--- src/rtl/apb_pkg.sv ---
`default_nettype none
// ============================================================================
// Module   : apb_pkg
// Brief    : Shared widths and FSM state encoding for the APB master.
// Revision : 1.0 - initial release
// ============================================================================
package apb_pkg;

  localparam int ADDR_W = 8;
  localparam int DATA_W = 8;

  localparam logic [1:0] c_IDLE   = 2'd0;
  localparam logic [1:0] c_SETUP  = 2'd1;
  localparam logic [1:0] c_ACCESS = 2'd2;

endpackage : apb_pkg
`default_nettype wire

--- src/rtl/apb_wait_timer.sv ---
`default_nettype none
// ============================================================================
// Module   : apb_wait_timer
// Brief    : Counts ACCESS wait cycles and flags the last one before timeout.
// Revision : 1.0 - initial release
// ============================================================================
module apb_wait_timer #(
  parameter int TIMEOUT = 8
) (
  input  logic clk,
  input  logic rst,
  input  logic i_clear,
  input  logic i_enable,
  output logic o_expired
);

  localparam logic [7:0] c_LAST = 8'(TIMEOUT - 1);

  logic [7:0] r_count;

  // The count stops at c_LAST, so it never wraps even if enable stays high.
  always_ff @(posedge clk) begin
    if (rst) begin
      r_count <= 8'd0;
    end else if (i_clear) begin
      r_count <= 8'd0;
    end else if (i_enable && !o_expired) begin
      r_count <= r_count + 8'd1;
    end
  end

  assign o_expired = (r_count == c_LAST);

endmodule : apb_wait_timer
`default_nettype wire

--- src/rtl/apb_master.sv ---
`default_nettype none
// ============================================================================
// Module   : apb_master
// Brief    : Single-outstanding APB master with wait-state timeout.
// Revision : 1.0 - initial release
// ============================================================================
module apb_master
  import apb_pkg::*;
#(
  parameter int TIMEOUT = 8
) (
  input  logic              PCLK,
  input  logic              PRESETn,
  input  logic              cmd_valid,
  output logic              cmd_ready,
  input  logic              cmd_write,
  input  logic [ADDR_W-1:0] cmd_addr,
  input  logic [DATA_W-1:0] cmd_wdata,
  output logic              rsp_valid,
  output logic [DATA_W-1:0] rsp_rdata,
  output logic              rsp_err,
  output logic              PSEL,
  output logic              PENABLE,
  output logic              PWRITE,
  output logic [ADDR_W-1:0] PADDR,
  output logic [DATA_W-1:0] PWDATA,
  input  logic [DATA_W-1:0] PRDATA,
  input  logic              PREADY
);

  logic [1:0]        r_state;
  logic [1:0]        w_state_nxt;
  logic [ADDR_W-1:0] r_paddr;
  logic [DATA_W-1:0] r_pwdata;
  logic              r_pwrite;
  logic              r_rsp_valid;
  logic              r_rsp_err;
  logic [DATA_W-1:0] r_rsp_rdata;
  logic              w_accept;
  logic              w_done;
  logic              w_timeout;
  logic              w_expired;
  logic              w_tmr_clear;
  logic              w_tmr_enable;

  // Reset is combined in so a command presented during reset is never taken.
  assign cmd_ready = (r_state == c_IDLE) && !PRESETn;
  assign w_accept  = cmd_valid && cmd_ready;

  always_comb begin
    w_state_nxt = r_state;
    w_done      = 1'b0;
    w_timeout   = 1'b0;
    case (r_state)
      c_IDLE:   if (w_accept) w_state_nxt = c_SETUP;
      c_SETUP:  w_state_nxt = c_ACCESS;
      c_ACCESS: begin
        if (PREADY) begin
          w_state_nxt = c_IDLE;
          w_done      = 1'b1;
        end else if (w_expired) begin
          w_state_nxt = c_IDLE;
          w_timeout   = 1'b1;
        end
      end
      default:  w_state_nxt = c_IDLE;
    endcase
  end

  assign w_tmr_clear  = (r_state == c_SETUP);
  assign w_tmr_enable = (r_state == c_ACCESS) && !PREADY;

  apb_wait_timer #(
    .TIMEOUT (TIMEOUT)
  ) u_wait_timer (
    .clk       (PCLK),
    .rst       (PRESETn),
    .i_clear   (w_tmr_clear),
    .i_enable  (w_tmr_enable),
    .o_expired (w_expired)
  );

  always_ff @(posedge PCLK) begin
    if (PRESETn) begin
      r_state     <= c_IDLE;
      r_paddr     <= '0;
      r_pwdata    <= '0;
      r_pwrite    <= 1'b0;
      r_rsp_valid <= 1'b0;
      r_rsp_err   <= 1'b0;
      r_rsp_rdata <= '0;
    end else begin
      r_state     <= w_state_nxt;
      r_rsp_valid <= w_done || w_timeout;
      if (w_accept) begin
        r_paddr  <= cmd_addr;
        r_pwrite <= cmd_write;
        r_pwdata <= cmd_write ? cmd_wdata : '0;
      end
      // Response fields hold between completions.
      if (w_done) begin
        r_rsp_err   <= 1'b0;
        r_rsp_rdata <= r_pwrite ? '0 : PRDATA;
      end else if (w_timeout) begin
        r_rsp_err   <= 1'b1;
        r_rsp_rdata <= '0;
      end
    end
  end

  assign PSEL      = (r_state == c_SETUP) || (r_state == c_ACCESS);
  assign PENABLE   = (r_state == c_ACCESS);
  assign PWRITE    = r_pwrite;
  assign PADDR     = r_paddr;
  assign PWDATA    = r_pwdata;
  assign rsp_valid = r_rsp_valid;
  assign rsp_err   = r_rsp_err;
  assign rsp_rdata = r_rsp_rdata;

endmodule : apb_master
`default_nettype wire

--- config.mk ---
export PLATFORM = sky130hd
export DESIGN_NAME = apb_master
export DESIGN_NICKNAME = d
export VERILOG_FILES = /design/src/rtl/apb_pkg.sv /design/src/rtl/apb_wait_timer.sv /design/src/rtl/apb_master.sv
export SDC_FILE = /design/constraint.sdc
export NUM_CORES = 1
export LEC_CHECK = 0
export BUFFER_PORTS_ARGS = -buffer_cell sky130_fd_sc_hd__buf_2
export CAP_MARGIN = 20
export CORE_MARGIN = 2
export CORE_UTILIZATION = 48
export DETAILED_ROUTE_END_ITERATION = 6
export GPL_TIMING_DRIVEN = 0
export PLACE_DENSITY_LB_ADDON = 0.05
export SYNTH_ARGS = -nofsm -noshare
export SYNTH_HDL_FRONTEND = slang
export SYNTH_SLANG_ARGS = --single-unit
--- constraint.sdc ---
create_clock -name PCLK -period 2.4 [get_ports PCLK]
set_clock_uncertainty 0.1 [all_clocks]
set_input_delay 0.12 -clock PCLK [delete_from_list [all_inputs] [get_ports PCLK]]
set_output_delay 0.12 -clock PCLK [all_outputs]
set_load 0.03 [all_outputs]
# == Yosys cells after proc, flatten, opt, wreduce, memory -nomap -nowiden ==
# Cells that the tools add are included.
# totals
register_bits,37
inputBits,29
out_inout_bits,30
elab_cells,41
# classes
addsub,1
eq_ne,5
mux,13
n_reduce_logical,14
# op_table
operator,count
two-way mux 8 bit,4
"adder 8 x 1 -> 8 bit, second input constant",1
"equality test 8 x 3 -> 1 bit, second input constant",1
two-way mux 2 bit,3
case mux 2 bit (3 select lines),1
two-way mux 1 bit,5
logical AND 1 bit,4
OR reduction 2 bit,2
zero test 1 bit,3
"inequality test 3 x 1 -> 1 bit, second input constant",1
"equality test 2 x 1 -> 1 bit, second input constant",1
"equality test 2 bit, second input constant",1
zero test 2 bit,1
logical OR 1 bit,2
"inequality test 2 bit, second input constant",1
AND reduction 2 bit,1
nonzero test 2 bit,1

# == Longest topological paths before layout ==
# depth
depth_word,6
depth_mapped,8
mapped_depth_nobuf,6

# == Hierarchy ==
# From an unflattened synthesis, not the netlist that was laid out.
# unflattened
hier_cells,174
area_unflattened_um2,1585.3
# modules_own_cells
mod,n_inst,cells_each,area_each_um2,seq_area_each_um2
apb_master,1,128,1167.4,580.6
apb_wait_timer,1,46,417.9,160.2

# == Least setup slack after synthesis ==
# No wires, ideal clock.
# synth_timing
kind,register -> register
from,register r_state[0]
to,"register r_pwdata[5], in the netlist PWDATA[5]"
setup_time_ps,70
arrival_time_ps,1759
t_required_ps,2230
path_slack_ps,471
stages_incl_launch_ff,9
n_path_buf,2
period_less_slack_ps,1929
cell_sequence,dfxtp_1 > inv_1 > ha_1 > and2b_1 > and2_1 > clkbuf_1 > clkbuf_1 > nand3_1 > a21oi_1
# synth_via
elab_chain_len,3
# synth_lines
element,line,rtl
start: declaration,apb_master.sv:31,logic [1:0] r_state;
start signal: assignment,apb_master.sv:85,r_state <= c_IDLE;
start signal: assignment,apb_master.sv:93,r_state <= w_state_nxt;
zero test 2 bit,apb_master.sv:47,assign cmd_ready = (r_state == c_IDLE) && !PRESETn;
logical AND 1 bit,apb_master.sv:47,
via cmd_ready,apb_master.sv:15,"output logic cmd_ready,"
logical AND 1 bit,apb_master.sv:48,assign w_accept = cmd_valid && cmd_ready;
end signal: assignment,apb_master.sv:98,r_pwdata <= cmd_write ? cmd_wdata : '0;
end: declaration,apb_master.sv:34,logic [DATA_W-1:0] r_pwdata;
# The timed path passes the listed nets, and every way through them passes these cells.
# A chain may end at the register's enable or synchronous reset.

# == Worst setup path in the final report ==
# layout_timing
from,register r_state[1]
to,"register r_pwdata[6], in the netlist PWDATA[6]"
# layout_via
elab_chain_len,3
# layout_lines
element,line
zero test 2 bit,apb_master.sv:47
logical AND 1 bit,apb_master.sv:47
logical AND 1 bit,apb_master.sv:48
# Every way passes these cells.

==> flow_summary.yaml <==
cells_and_area:
  area_growth_pct: 43.2
  antenna_cells: 0
  nFillCells: 251
  layout.nets: 290
  stdcell_count: 301
  seq_area_um2: 741
  multi_input_area_um2: 774
  drive_above_1_share_pct: 31.1
drt:
  drt_iter0_markers: 66
  drc: 0
  via_per_inst: 4.96
  drt-pass1-iter-count: 4
  wl_per_cell_um: 13.0
  wirelength_mm: 3.92
  num_vias: 1494
  ant_nets: 0
synth:
  yosys.area_share.simple_pct: 23.1
  synthDistinctLibCells: 34
  netlist_instances: 167
  avgSynthCellArea_um2: 9.41
  synth_top_family_by_area: "simple AND/OR/NAND/NOR gates"
  synth_seq_area_share_pct: 47.1
  synthXorXnorAreaFrac_pct: 1.67
  synth_compound_area_share_pct: 17.4
  ys_warn_count: 0
  synth_seq_cells: 37
  synthAdderAreaFrac_pct: 3.98
  synthesis.area_mm2: 0.00157
  syn_nets: 201
  yosys-mux-area-fraction_pct: 3.18
die:
  die_h_um: 61.2
  core_area_mm2: 0.00308
  start_util_pct: 51.1
  num_io_pins: 59
  row_count: 20
  fp.dieArea_mm2: 0.00375
  die_w_um: 61.2
placement:
  globalplace.congestion: 0.734
  place_ws_ns: 0.406
  dp.cells: 268
  port-buffer-count: 57
  dp_hpwl_mm: 2.59
timing:
  setup_ws_ns: 0.342
  worstMarginPinSlew_ns: 0.740
  tns_ns: 0
  max-slew-margin-rel_pct: 50.6
  fmaxAchievable_mhz: 486
  setup_viol: 0
  period_needed_ns: 2.06
  period_share_pct: 85.8
  rsz0062_at_grt: "no"
  hold_viol_final: 0
  slew_violations: 0
  fin_hold_ws_ns: 0.0610
pwr:
  p_int_mw: 1.14
  powerDensity_mw_per_mm2: 772
  clock_power_share_pct: 26.7
  switchingPower_uw: 601
  pwr-share-seq_pct: 40.9
  ir_drop_v: 0.000495
  comb_power_share_pct: 32.4
  p_leak_nw: 0.993
  swShare_pct: 34.6
clock_tree:
  insertion_delay_ns: 0.35
  cts-root-buf: "clkbuf_4"
  cts_sinks: 37
  cts_tree: "yes"
  cts_setup_buffers: 0
  numCtsBuffers: 5
  path_clk_slew_ns: 0.12
  hold_buffers: 25
  cts_resized: 0
  clk_path_buf_depth: 2
  htreeDepth: 2
outcome:
  outcome: "complete, no violations"
run:
  cap_violations: 0
critical_path:
  arrival_ns: 2.25
  cp-start-kind: "flop"
  crit_type: "flop to flop"
  critPathRequiredTime_ns: 2.59
  cp-end-kind: "flop"
  path_max_fanout: 10
hold_path:
  hold_class: "input pin to flop"
grt:
  grt_pass1_vias: 1400
  gr-total-overflow: 0
  antenna_found_initial: 0
  grt_max_degree: 13
  grt_pass1_wl_mm: 6.04
  track_usage_pct: 22.1
-- worst max-delay path, stage by stage (launching register included) --
cell      delay (ns)
dfxtp_1         0.35
inv_1           0.11
ha_1            0.24
and2b_1         0.19
and2_1          0.13
clkbuf_1        0.25
clkbuf_1        0.36
nand3_1         0.12
a21oi_1         0.16
-- power by group through the flow --
stage               logic [mW]  clock network [mW]  registers (mW)
detailed placement       0.531                   0           0.724
global route             0.615               0.501           0.718
CTS                      0.567               0.474           0.711
global placement         0.515                   0           0.721
finish                   0.564               0.463           0.711
floorplan                0.299                   0           0.813
-- state kept, by name, summed over array words and instances, names as in the netlist --
signal                cells
r_state                   2
rsp_err                   1
PADDR                     8
PWRITE                    1
rsp_valid                 1
PWDATA                    8
u_wait_timer.r_count      8
rsp_rdata                 8
-- cell usage after synthesis --
cell type	n	area [µm²]
buf_8	1	15.0
o31a_4	1	17.5
nor3_1	3	15.0
and3_2	1	7.51
or3_1	2	12.5
a21oi_1	13	65.1
ha_1	5	62.6
nand2b_1	8	50.1
nand3_1	10	50.1
or3_2	1	7.51
nor2_1	6	22.5
dfxtp_1	37	741
a21oi_4	1	16.3
xor2_1	2	17.5
and2b_1	2	15.0
and3b_1	1	8.76
or4_4	1	11.3
clkbuf_1	6	22.5
inv_1	4	15.0
nor4b_2	1	15.0
buf_1	1	3.75
or2b_2	4	35.0
o2111ai_1	1	8.76
nand2_1	25	93.8
o31ai_2	1	12.5
a31o_2	1	8.76
a22o_1	8	70.1
and2_1	2	12.5
xnor2_1	1	8.76
or2_2	1	6.26
a211oi_1	1	7.51
mux2i_1	5	50.1
o21ai_0	9	45.0
o31ai_4	1	21.3
-- per-layer routing --
metal	GRT usage (%)	vias to the layer above	share of wire, %
met3	7.77	3	5.5
met4	5.59	0	0.76
met1	24.2	695	42
li1	-	752	-
met2	40.6	44	52
met5	0	-	0
-- kinds of logic after synthesis --
| kind of cell | Yosys count |
|---|---|
| multiplexers | 5 |
| adder cells (fa/ha/maj) | 5 |
| flip-flops | 37 |
| XOR/XNOR | 3 |
| buffers and inverters | 12 |
| AND/OR/NAND/NOR | 68 |
| AO/OA/AOI/OAI | 37 |
-- cell type report --
type	instances	share of cell area, %
timing repair buffer	82	23.8
clock inverter	2	1.67
tap	44	2.45
multi-input combinational	118	34.4
buffer	8	1.83
sequential	37	32.9
inverter	4	0.667
clock buffer	6	2.28
-- worst paths after layout --
kind	startpoint	endpoint	slack [ns]	cells past startpoint
max	r_state[1]	PWDATA[6]	0.34	8
min	cmd_write	PWDATA[7]	0.06	3
max reg2reg	r_state[1]	PWDATA[6]	0.34	8
min reg2reg	PWDATA[3]	PWDATA[3]	0.37	2
-- through the flow --
| stage | utilization, % | area (µm²) | total power, mW |
|---|---|---|---|
| after global routing | 73.1 | 2250 | 1.83 |
| after CTS | 73.1 | 2250 | 1.75 |
| after detailed placement | 62.1 | 1910 | 1.26 |
| after global placement | 62.1 | 1910 | 1.24 |
| final | 73.1 | 2250 | 1.74 |
| after floorplan | - | 1570 | 1.11 |
-- cells in the final DEF (no fill, tap or decap), drive strengths merged, types with 3 or more instances in the layout --
| cell | Yosys | final |
|---|---|---|
| o21ai | 9 | 9 |
| nand2b | 8 | 8 |
| a22o | 8 | 8 |
| a21oi | 14 | 14 |
| ha | 5 | 5 |
| nand3 | 10 | 10 |
| mux2i | 5 | 5 |
| clkbuf | 6 | 12 |
| dlygate4sd3 | 0 | 25 |
| buf | 2 | 59 |
| inv | 4 | 4 |
| or2b | 4 | 4 |
| or3 | 3 | 3 |
| dfxtp | 37 | 37 |
| nand2 | 25 | 25 |
| nor2 | 6 | 6 |
| nor3 | 3 | 3 |
Note: power is estimated with default switching activity, not from simulation.
